$ cat src/rtl/cpu_defs.sv
// cpu_defs: shared opcode constants, register indices, NOP word and write-back FSM encoding
package cpu_defs;
    localparam logic [4:0] OP_ADDSP3 = 5'b00000;
    localparam logic [4:0] OP_SHIFT  = 5'b00110;
    localparam logic [4:0] OP_ADDIU3 = 5'b01000;
    localparam logic [4:0] OP_ADDIU  = 5'b01001;
    localparam logic [4:0] OP_SP     = 5'b01100;
    localparam logic [4:0] OP_LI     = 5'b01101;
    localparam logic [4:0] OP_MOVE   = 5'b01111;
    localparam logic [4:0] OP_LW_SP  = 5'b10010;
    localparam logic [4:0] OP_LW     = 5'b10011;
    localparam logic [4:0] OP_SW_SP  = 5'b11010;
    localparam logic [4:0] OP_SW     = 5'b11011;
    localparam logic [4:0] OP_RRR    = 5'b11100;
    localparam logic [4:0] OP_ALU    = 5'b11101;
    localparam logic [4:0] OP_IH     = 5'b11110;
    localparam logic [3:0] REG_SP = 4'd8;
    localparam logic [3:0] REG_IH = 4'd9;
    localparam logic [15:0] NOP = 16'h0800;
    typedef enum logic {ST_IDLE = 1'b0, ST_ACCESS = 1'b1} wb_state_t;
    function automatic logic is_load_op(input logic [4:0] op);
        return (op == OP_LW) || (op == OP_LW_SP);
    endfunction
    function automatic logic is_store_op(input logic [4:0] op);
        return (op == OP_SW) || (op == OP_SW_SP);
    endfunction
endpackage

$ cat src/rtl/wb_dest_decode.sv
// wb_dest_decode: instruction word -> register-file write enable/address and load/store class
//   instr_i    in  16  instruction word, opcode in [15:11]
//   wr_en_o    out 1   instruction writes the register file
//   waddr_o    out 4   destination (0-7 R0-R7, 8 SP, 9 IH)
//   is_load_o  out 1   lw / lw_sp
//   is_store_o out 1   sw / sw_sp
module wb_dest_decode
    import cpu_defs::*;
(
    input  logic [15:0] instr_i,
    output logic        wr_en_o,
    output logic [3:0]  waddr_o,
    output logic        is_load_o,
    output logic        is_store_o
);
    logic [4:0] op;
    logic       alu_wr, sp_wr, rx_wr, ry_wr, rz_wr, ih_wr;
    always_comb begin
        op = instr_i[15:11];
        // 11101 group: and/or/srlv/srav by funct, mfpc is funct 0 with sub-op 010
        alu_wr = (op == OP_ALU) && ((instr_i[4:0] inside {5'b01100, 5'b01101, 5'b00110, 5'b00111})
                 || (instr_i[7:0] == 8'b010_00000));
        // 01100 group: only addsp (011) and mtsp (100) write SP
        sp_wr = (op == OP_SP) && (instr_i[10:8] inside {3'b011, 3'b100});
        rx_wr = (op inside {OP_ADDSP3, OP_SHIFT, OP_ADDIU, OP_LI, OP_MOVE, OP_LW_SP}) || alu_wr
                || ((op == OP_IH) && !instr_i[0]);
        ry_wr = op inside {OP_ADDIU3, OP_LW};
        rz_wr = op == OP_RRR;
        ih_wr = (op == OP_IH) && instr_i[0];
        wr_en_o = rx_wr || ry_wr || rz_wr || sp_wr || ih_wr;
        waddr_o = ry_wr ? {1'b0, instr_i[7:5]} : rz_wr ? {1'b0, instr_i[4:2]} :
                  sp_wr ? REG_SP : ih_wr ? REG_IH : {1'b0, instr_i[10:8]};
        is_load_o = is_load_op(op);
        is_store_o = is_store_op(op);
    end
endmodule

$ cat src/rtl/mem_wb_stage.sv
// mem_wb_stage: memory access + write-back stage of the 16-bit CPU pipeline
module mem_wb_stage
  import cpu_defs::*;
#(
  parameter int TIMEOUT_CYC = 15
)(
  input  logic        clk,
  input  logic        rst,
  input  logic        ex_valid,
  input  logic [15:0] ex_res,
  input  logic [15:0] ex_store_data,
  input  logic [15:0] ex_instruction,
  input  logic        ex_t_written,
  input  logic        ex_t,
  output logic        stall,
  output logic        mem_req,
  output logic        mem_we,
  output logic [15:0] mem_addr,
  output logic [15:0] mem_wdata,
  input  logic [15:0] mem_rdata,
  input  logic        mem_ack,
  output logic        rf_we,
  output logic [3:0]  rf_waddr,
  output logic [15:0] rf_wdata,
  output logic        t_we,
  output logic        t_val,
  output logic        bus_err
);
  wb_state_t   state_q, state_d;
  logic        valid_q, valid_d, tw_q, tw_d, t_q, t_d;
  logic [15:0] res_q, res_d, sd_q, sd_d, instr_q, instr_d;
  logic        capture, access, timeout;
  logic        dec_wr, dec_ld, dec_st;
  logic [3:0]  dec_waddr;

  wb_dest_decode u_dec (
    .instr_i   (instr_q),
    .wr_en_o   (dec_wr),
    .waddr_o   (dec_waddr),
    .is_load_o (dec_ld),
    .is_store_o(dec_st)
  );

`ifdef MEM_TIMEOUT_EN
  localparam int CW = $clog2(TIMEOUT_CYC + 1);
  logic [CW-1:0] cnt_q, cnt_d;
  always_ff @(posedge clk or posedge rst)
    if (rst) cnt_q <= '0;
    else     cnt_q <= cnt_d;
`endif

  always_ff @(posedge clk or posedge rst) begin
    if (rst) begin
      state_q <= ST_IDLE;
      valid_q <= 1'b0;
      instr_q <= NOP;
      res_q   <= '0;
      sd_q    <= '0;
      tw_q    <= 1'b1;
      t_q     <= 1'b0;
    end else begin
      state_q <= state_d;
      valid_q <= valid_d;
      instr_q <= instr_d;
      res_q   <= res_d;
      sd_q    <= sd_d;
      tw_q    <= tw_d;
      t_q     <= t_d;
    end
  end

  always_comb begin
    capture = !stall;
    valid_d = capture ? ex_valid : valid_q;
    instr_d = capture ? (ex_valid ? ex_instruction : NOP) : instr_q;
    res_d   = capture ? (ex_valid ? ex_res : '0) : res_q;
    sd_d    = capture ? (ex_valid ? ex_store_data : '0) : sd_q;
    tw_d    = capture ? (!ex_valid || ex_t_written) : tw_q;
    t_d     = capture ? (ex_valid && ex_t) : t_q;
    state_d = capture ? ((ex_valid && (is_load_op(ex_instruction[15:11]) || is_store_op(ex_instruction[15:11])))
              ? ST_ACCESS : ST_IDLE) : state_q;
`ifdef MEM_TIMEOUT_EN
    cnt_d = capture ? '0 : cnt_q + 1'b1;
`endif
  end

  always_comb begin
    access = state_q == ST_ACCESS;
`ifdef MEM_TIMEOUT_EN
    timeout = access && !mem_ack && (cnt_q == CW'(TIMEOUT_CYC - 1));
`else
    timeout = 1'b0;
`endif
    stall     = access && !mem_ack && !timeout;
    mem_req   = access;
    mem_we    = access && dec_st;
    mem_addr  = access ? res_q : '0;
    mem_wdata = access ? sd_q : '0;
    rf_we     = valid_q && dec_wr && (!dec_ld || (access && mem_ack));
    rf_waddr  = rf_we ? dec_waddr : '0;
    rf_wdata  = rf_we ? (dec_ld ? mem_rdata : res_q) : '0;
    t_we      = valid_q && !tw_q && !stall;
    t_val     = t_we && t_q;
    bus_err   = timeout;
  end
endmodule

$ cat config.mk
export PLATFORM = sky130hd
export DESIGN_NAME = mem_wb_stage
export DESIGN_NICKNAME = d
export VERILOG_FILES = /design/src/rtl/cpu_defs.sv /design/src/rtl/wb_dest_decode.sv /design/src/rtl/mem_wb_stage.sv
export SDC_FILE = /design/constraint.sdc
export NUM_CORES = 1
export LEC_CHECK = 0
export CORE_UTILIZATION = 30
export CTS_BUF_LIST = sky130_fd_sc_hd__clkbuf_16
export DETAILED_ROUTE_END_ITERATION = 8
export GPL_ROUTABILITY_DRIVEN = 0
export HOLD_SLACK_MARGIN = 0.08
export PLACE_DENSITY_LB_ADDON = 0.15
export SLEW_MARGIN = 20
export SYNTH_ARGS = -nofsm -noshare
export SYNTH_HDL_FRONTEND = slang
export SYNTH_SLANG_ARGS = --single-unit
export TNS_END_PERCENT = 5
$ cat constraint.sdc
create_clock -name clk -period 4.5 [get_ports clk]
set_clock_uncertainty 0.05 [all_clocks]
set_input_delay 0.45 -clock clk [delete_from_list [all_inputs] [get_ports clk]]
set_output_delay 0.45 -clock clk [all_outputs]
set_load 0.005 [all_outputs]
---- Word-level counts from Yosys, hierarchy flattened ----
Index checks and enable logic that the tools add are counted.
cells by class
  reductions and logical operators ........ 39
  multiplexer cells ....................... 13
  eq/ne operators ......................... 24
operators by type and width
  kind                                                                    count
  16-bit two-way mux                                                      7
  5-bit equality test (second input constant)                             11
  5-bit by 4-bit equality test with 1-bit output (second input constant)  7
  4-bit two-way mux                                                       5
  5-bit by 3-bit equality test with 1-bit output (second input constant)  3
  1-bit logical AND                                                       14
  1-bit logical OR                                                        14
  8-bit by 7-bit equality test with 1-bit output (second input constant)  1
  1-bit logical NOT                                                       6
  6-bit nonzero test                                                      1
  5-bit logical NOT                                                       1
  2-bit nonzero test                                                      2
  4-bit nonzero test                                                      1
  3-bit by 2-bit equality test with 1-bit output (second input constant)  1
  3-bit equality test (second input constant)                             1
  1-bit two-way mux                                                       1
word-level totals
  input bits .............................. 70
  word-level logic and storage cells ...... 83
  register bits after elaboration ......... 52
  output and inout port bits .............. 59

---- Logic depth before layout (Yosys ltp) ----
  depth after elaboration ................. 13
  gate-level depth with buffers ........... 8
  mapped depth without buffers ............ 5

---- By module ----
Synthesis repeated with hierarchy kept, for this count alone.
unflattened totals
  cells, all modules ...................... 361
  area total of the unflattened synthesis .. 3,244.4 um2
by module, submodules not included
  module          cells an instance  area an instance (um2)  instances  seq. area each (um2)
  mem_wb_stage    313                2,905.3                 1          1,303.8
  wb_dest_decode  48                 339.1                   1          0.0

---- Worst setup path after synthesis ----
OpenSTA, ideal clock, no wires.
  path type ............................... register -> output
  from .................................... register instr_q[11]
  to ...................................... output rf_waddr[1]
  setup slack ............................. 2.266 ns
  arrival time ............................ 1.734 ns
  required time ........................... 4.000 ns
  path buffers ............................ 2
  stages on the path, launching flop included .. 8
  path through ............................ dfstp_2 > buf_2 > nand2b_1 > or4_4 > o221ai_2 > o21ai_1 > buf_6 > nor3_1
on the way
  cells in the longest elaborated chain, start to end .. 11
  elaborated cells on any way between the ends .. 34
  classes of those cells .................. 11 x eq/ne; 5 x mux; 18 x reduce/logical
ends and longest elaborated chain
  what                                                                    RTL line                                    source
  from (decl)                                                             mem_wb_stage.sv:31                          logic [15:0] res_q, res_d, sd_q, sd_d, instr_q, instr_d;
  from (signal assigned)                                                  mem_wb_stage.sv:64                          instr_q <= instr_d;
  5-bit by 3-bit equality test with 1-bit output (tied with other cells)  wb_dest_decode.sv:25                        rx_wr = (op inside {OP_ADDSP3, OP_SHIFT, OP_ADDIU, OP_LI, OP_MOVE, OP_LW_SP}) || alu_wr
  6-bit nonzero test or 1-bit logical AND (tied branches)                 wb_dest_decode.sv:25, wb_dest_decode.sv:21
  1-bit logical OR                                                        wb_dest_decode.sv:25
  1-bit logical OR                                                        wb_dest_decode.sv:26                        || ((op == OP_IH) && !instr_i[0]);
  1-bit logical OR (4 in series)                                          wb_dest_decode.sv:30                        wr_en_o = rx_wr || ry_wr || rz_wr || sp_wr || ih_wr;
  1-bit logical AND (2 in series)                                         mem_wb_stage.sv:99                          rf_we = valid_q && dec_wr && (!dec_ld || (access && mem_ack));
  4-bit two-way mux (*)                                                   mem_wb_stage.sv:100                         rf_waddr = rf_we ? dec_waddr : '0;
  to (decl)                                                               mem_wb_stage.sv:23                          output logic [3:0] rf_waddr,
Mark *: on every way between the ends. The rest lies on a longest branch, timed or not.

---- Final worst setup path ----
  from .................................... register instr_q[15]
  to ...................................... output rf_waddr[2]
Same word-level chain as after synthesis.

==> impl_summary.log <==
[metrics] power per cell area: 262 nW/um^2
[metrics] mean instance size in the synthesized netlist: ~8 sq um
[metrics] maximum buffer depth of the clock tree: 2
[metrics] detailed-route vias per instance: around 4.7
[metrics] start-to-end type of the worst setup path: flop to primary output
[metrics] worst voltage drop across the vdd grid: around 0.15 mV
[metrics] number of diodes: 0
[metrics] initial core utilization: 0.311
[metrics] slew at the pin closest to its max-slew limit: 0.961 ns
[metrics] kind of cell adding the most delay to the critical path: simple AND/OR/NAND/NOR gates
[metrics] Sinks on Clock Net: between 50 and 60
[metrics] worst hold slack: 0.414 ns
[metrics] maximum number of pins on one net before global-route repair: 55
[metrics] final routed wire length divided by cell count: 14.2 um
[metrics] worst path required time: 4.00 ns
[metrics] count of buffering cells on the critical path with inverters included: 2
[metrics] I/O pin count: around 130
[metrics] CP max stage delay: ~0.54 ns
[metrics] Inserted Clock Buffers: 5
[metrics] part of the total power dissipated in sequential elements: 0.453
[metrics] clk root buf: sky130_fd_sc_hd__clkbuf_16
[metrics] fraction of registers with async set/reset: 1.00
[metrics] net switching share of the total power: 0.247
[metrics] post-detail-place hpwl: approximately 5700 um
[metrics] cell-internal power: slightly below 900 uW
[metrics] die height: 100 um
[metrics] Ys Warns: 0
[metrics] share of post-route cells with drive strength above 1: 0.0506
[metrics] cell types with the highest counts after synthesis: sky130_fd_sc_hd__nand2_1, sky130_fd_sc_hd__dfrtp_1, sky130_fd_sc_hd__nand3_1
[metrics] row count: 35
[metrics] layout net count: around 540
[metrics] top post-synthesis cells by area: sky130_fd_sc_hd__dfrtp_1, sky130_fd_sc_hd__nand2_1, sky130_fd_sc_hd__nand3_1
[metrics] IO Port Bufs: roughly 130
[metrics] P_sw: between 200 and 300 uW
[metrics] number of detailed-route iterations in the first pass: 7
[metrics] worst rel slew slack: 0.359
[metrics] initial antenna violation count: 0
[metrics] total vias in the final route: between 2000 and 3000
[metrics] CP Max Fanout: 20
[metrics] element type at the critical path start: flop
[metrics] worst setup timing slack at the placement stage: about 1.5 ns
[metrics] max-cap check violation count: 0
[metrics] most numerous cell in the Yosys netlist: sky130_fd_sc_hd__nand2_1
[metrics] fraction of the cycle the final worst path needs: 0.730
[metrics] TritonCTS clock tree: done
[metrics] Max H-tree Level: 2
[metrics] number of global-route vias before repair: between 2000 and 3000
[metrics] number of nets with antenna violations after routing: 0
[metrics] post-synthesis instance area: approximately 2900 sq um
[metrics] share of power burned in the clock network: 0.378
[metrics] GRT Resource Usage Total: 0.176
[metrics] number of endpoints failing setup at the final stage: 0
[metrics] area added between synthesis and finish: 52.5%
[metrics] signal arrival time at the worst endpoint: approximately 2.8 ns
[metrics] floorplan die area: roughly 10000 sq um
[metrics] combinational fraction of design power: 0.169
[metrics] distinct cell type count after synthesis: 41
[metrics] global-route wire length before repair: around 14000 um
[metrics] worst path cell trace: inv_1 > or4_4 > o221ai_2 > o21ai_2 > nor3_1 > clkdlybuf4s50_1
[metrics] DIE WIDTH: between 100 and 150 um
[metrics] Floorplan Core Area: 9280 sq um
[metrics] sequential element share of the synthesized area: 0.451
[metrics] class of the worst hold path: flop to flop
[metrics] number of cells produced by synthesis: approximately 360
[metrics] clock latency on the worst-skew pair: approximately 0.29 ns
[metrics] static leakage: about 1.9 nW
[metrics] hold-fix buffer count after cts: 0
[metrics] Slowest cell on crit path: sky130_fd_sc_hd__or4_4
[metrics] gr ovfl total: 0
[metrics] DRC violation count after routing: 0
[metrics] final max-slew violation count: 0
[metrics] result of the run: finished, final reports clean
[metrics] post-layout min period: between 3 and 4 ns
[metrics] Resized Gates After CTS: 0
[metrics] cell type with the highest aggregate area in the netlist: sky130_fd_sc_hd__dfrtp_1
[metrics] count of buffers added by post-CTS timing repair for setup: 0
[metrics] Setup TNS: 0 ns
[metrics] worst setup slack after layout: between 1 and 1.5 ns
[metrics] flip-flop and latch count after synthesis: 52
[metrics] routed wire length: 8550 um
[metrics] flip-flop cell with the highest count after synthesis: sky130_fd_sc_hd__dfrtp_1
[metrics] clock input transition at the sequential cells of the worst setup and hold paths: ~0.07 ns
[metrics] crit path capture type: primary output
[metrics] peak clock frequency supported by timing: a little over 300 MHz
[metrics] RSZ-0062 raised after global routing: false
[metrics] Initial DRC Count: around 120
[metrics] synthesized net count: 432
[metrics] portion of synthesized cell area occupied by the leading cell type: 0.433
[metrics] EDFF count, synth: 0
[metrics] final hold violations: 0
==> cell usage in the layout, fill, tap and decap left out, types with 2 or more instances in the layout <==
cell type | netlist | final
sky130_fd_sc_hd__a21oi_1 | 4 | 4
sky130_fd_sc_hd__nor3b_1 | 2 | 2
sky130_fd_sc_hd__clkbuf_16 | 0 | 5
sky130_fd_sc_hd__nand2b_1 | 5 | 4
sky130_fd_sc_hd__nor3_1 | 6 | 5
sky130_fd_sc_hd__nand2_1 | 102 | 102
sky130_fd_sc_hd__nor3_2 | 1 | 2
sky130_fd_sc_hd__dfrtp_1 | 50 | 50
sky130_fd_sc_hd__inv_1 | 6 | 5
sky130_fd_sc_hd__clkdlybuf4s50_1 | 0 | 126
sky130_fd_sc_hd__clkinv_1 | 1 | 2
sky130_fd_sc_hd__o21ai_0 | 8 | 8
sky130_fd_sc_hd__buf_4 | 2 | 5
sky130_fd_sc_hd__nand3_1 | 50 | 50
sky130_fd_sc_hd__nor2_1 | 23 | 23
sky130_fd_sc_hd__a21boi_0 | 2 | 2
sky130_fd_sc_hd__a311oi_1 | 2 | 2
sky130_fd_sc_hd__mux2i_1 | 16 | 16
sky130_fd_sc_hd__and2_1 | 34 | 34
sky130_fd_sc_hd__a31oi_1 | 2 | 2
sky130_fd_sc_hd__dfstp_2 | 2 | 2
==> final cells by class <==
class,count,area [sq um]
fill,957,4880
multi-input combinational,275,1440
sequential,52,1300
timing repair buffer,132,1300
tap,129,161
clock buffer,5,125
clock inverter,3,42.5
inverter,7,26.3
==> final timing paths <==
path / startpoint / to / slack [ns] / depth (start not counted)
min reg2reg: sd_q[6]$_DFFE_PP0N_ / sd_q[6]$_DFFE_PP0N_ / 0.41 / 2
min: sd_q[6]$_DFFE_PP0N_ / sd_q[6]$_DFFE_PP0N_ / 0.41 / 2
min in group asynchronous: rst / sd_q[3]$_DFFE_PP0N_ / 0.62 / 3
max reg2reg: mem_req$_DFFE_PP0N_ / instr_q[15]$_DFFE_PP0N_ / 2.84 / 5
max in group asynchronous: rst / res_q[9]$_DFFE_PP0N_ / 3.33 / 3
max: instr_q[15]$_DFFE_PP0N_ / rf_waddr[2] / 1.22 / 6
==> stage by stage <==
step                instance area, sq um  std cells  utilization  power (mW)
floorplan                           2890        362            -       0.617
detailed placement                  4240        595        0.457       0.731
global route                        4410        603        0.475        1.21
CTS                                 4410        603        0.475        1.17
finish                              4410        603        0.475        1.16
global placement                    4240        595        0.457       0.727
==> worst register-to-register path: cells and delay by family (launching register included) <==
kind | cells | cell delay, ns
and+or+nand+nor | 1 | 0.10
DFF | 1 | 0.35
buffers and inverters | 3 | 0.85
AOI/OAI and AO/OA | 1 | 0.18
==> metal layers <==
layer / up-vias / wire length [um] / global-route usage / part of all wire
met1: 1308 / 3850 / 0.231 / 0.45
li1: 1403 / - / - / -
met5: - / 0 / 0 / 0
met2: 98 / 4090 / 0.292 / 0.48
met3: 9 / 525 / 0.0411 / 0.061
met4: 0 / 86 / 0.0491 / 0.010
==> cell families (layout without fill, tap and decap cells) <==
kind of cell           Yosys count  in the layout  synth area share
flip-flops                      52             52             0.451
other                            1              1           0.00130
AND/OR/NAND/NOR                231            231             0.375
XOR/XNOR                         1              1           0.00303
buffers and inverters           35            147            0.0528
multiplexers                    16             16            0.0554
AO/OA/AOI/OAI                   26             26            0.0606
==> registers in the layout (all words and copies together) (netlist names) <==
signal,count
instr_q,16
res_q,16
sd_q,16
mem_req,1
t_q,1
tw_q,1
valid_q,1
==> power groups by stage <==
stage / logic (mW) / registers (mW) / clock network [mW]
finish: 0.195 / 0.524 / 0.436
global route: 0.218 / 0.529 / 0.462
detailed placement: 0.198 / 0.533 / 0
CTS: 0.199 / 0.524 / 0.449
floorplan: 0.0950 / 0.522 / 0
global placement: 0.195 / 0.531 / 0
Note: power is estimated with default switching activity, not from simulation.
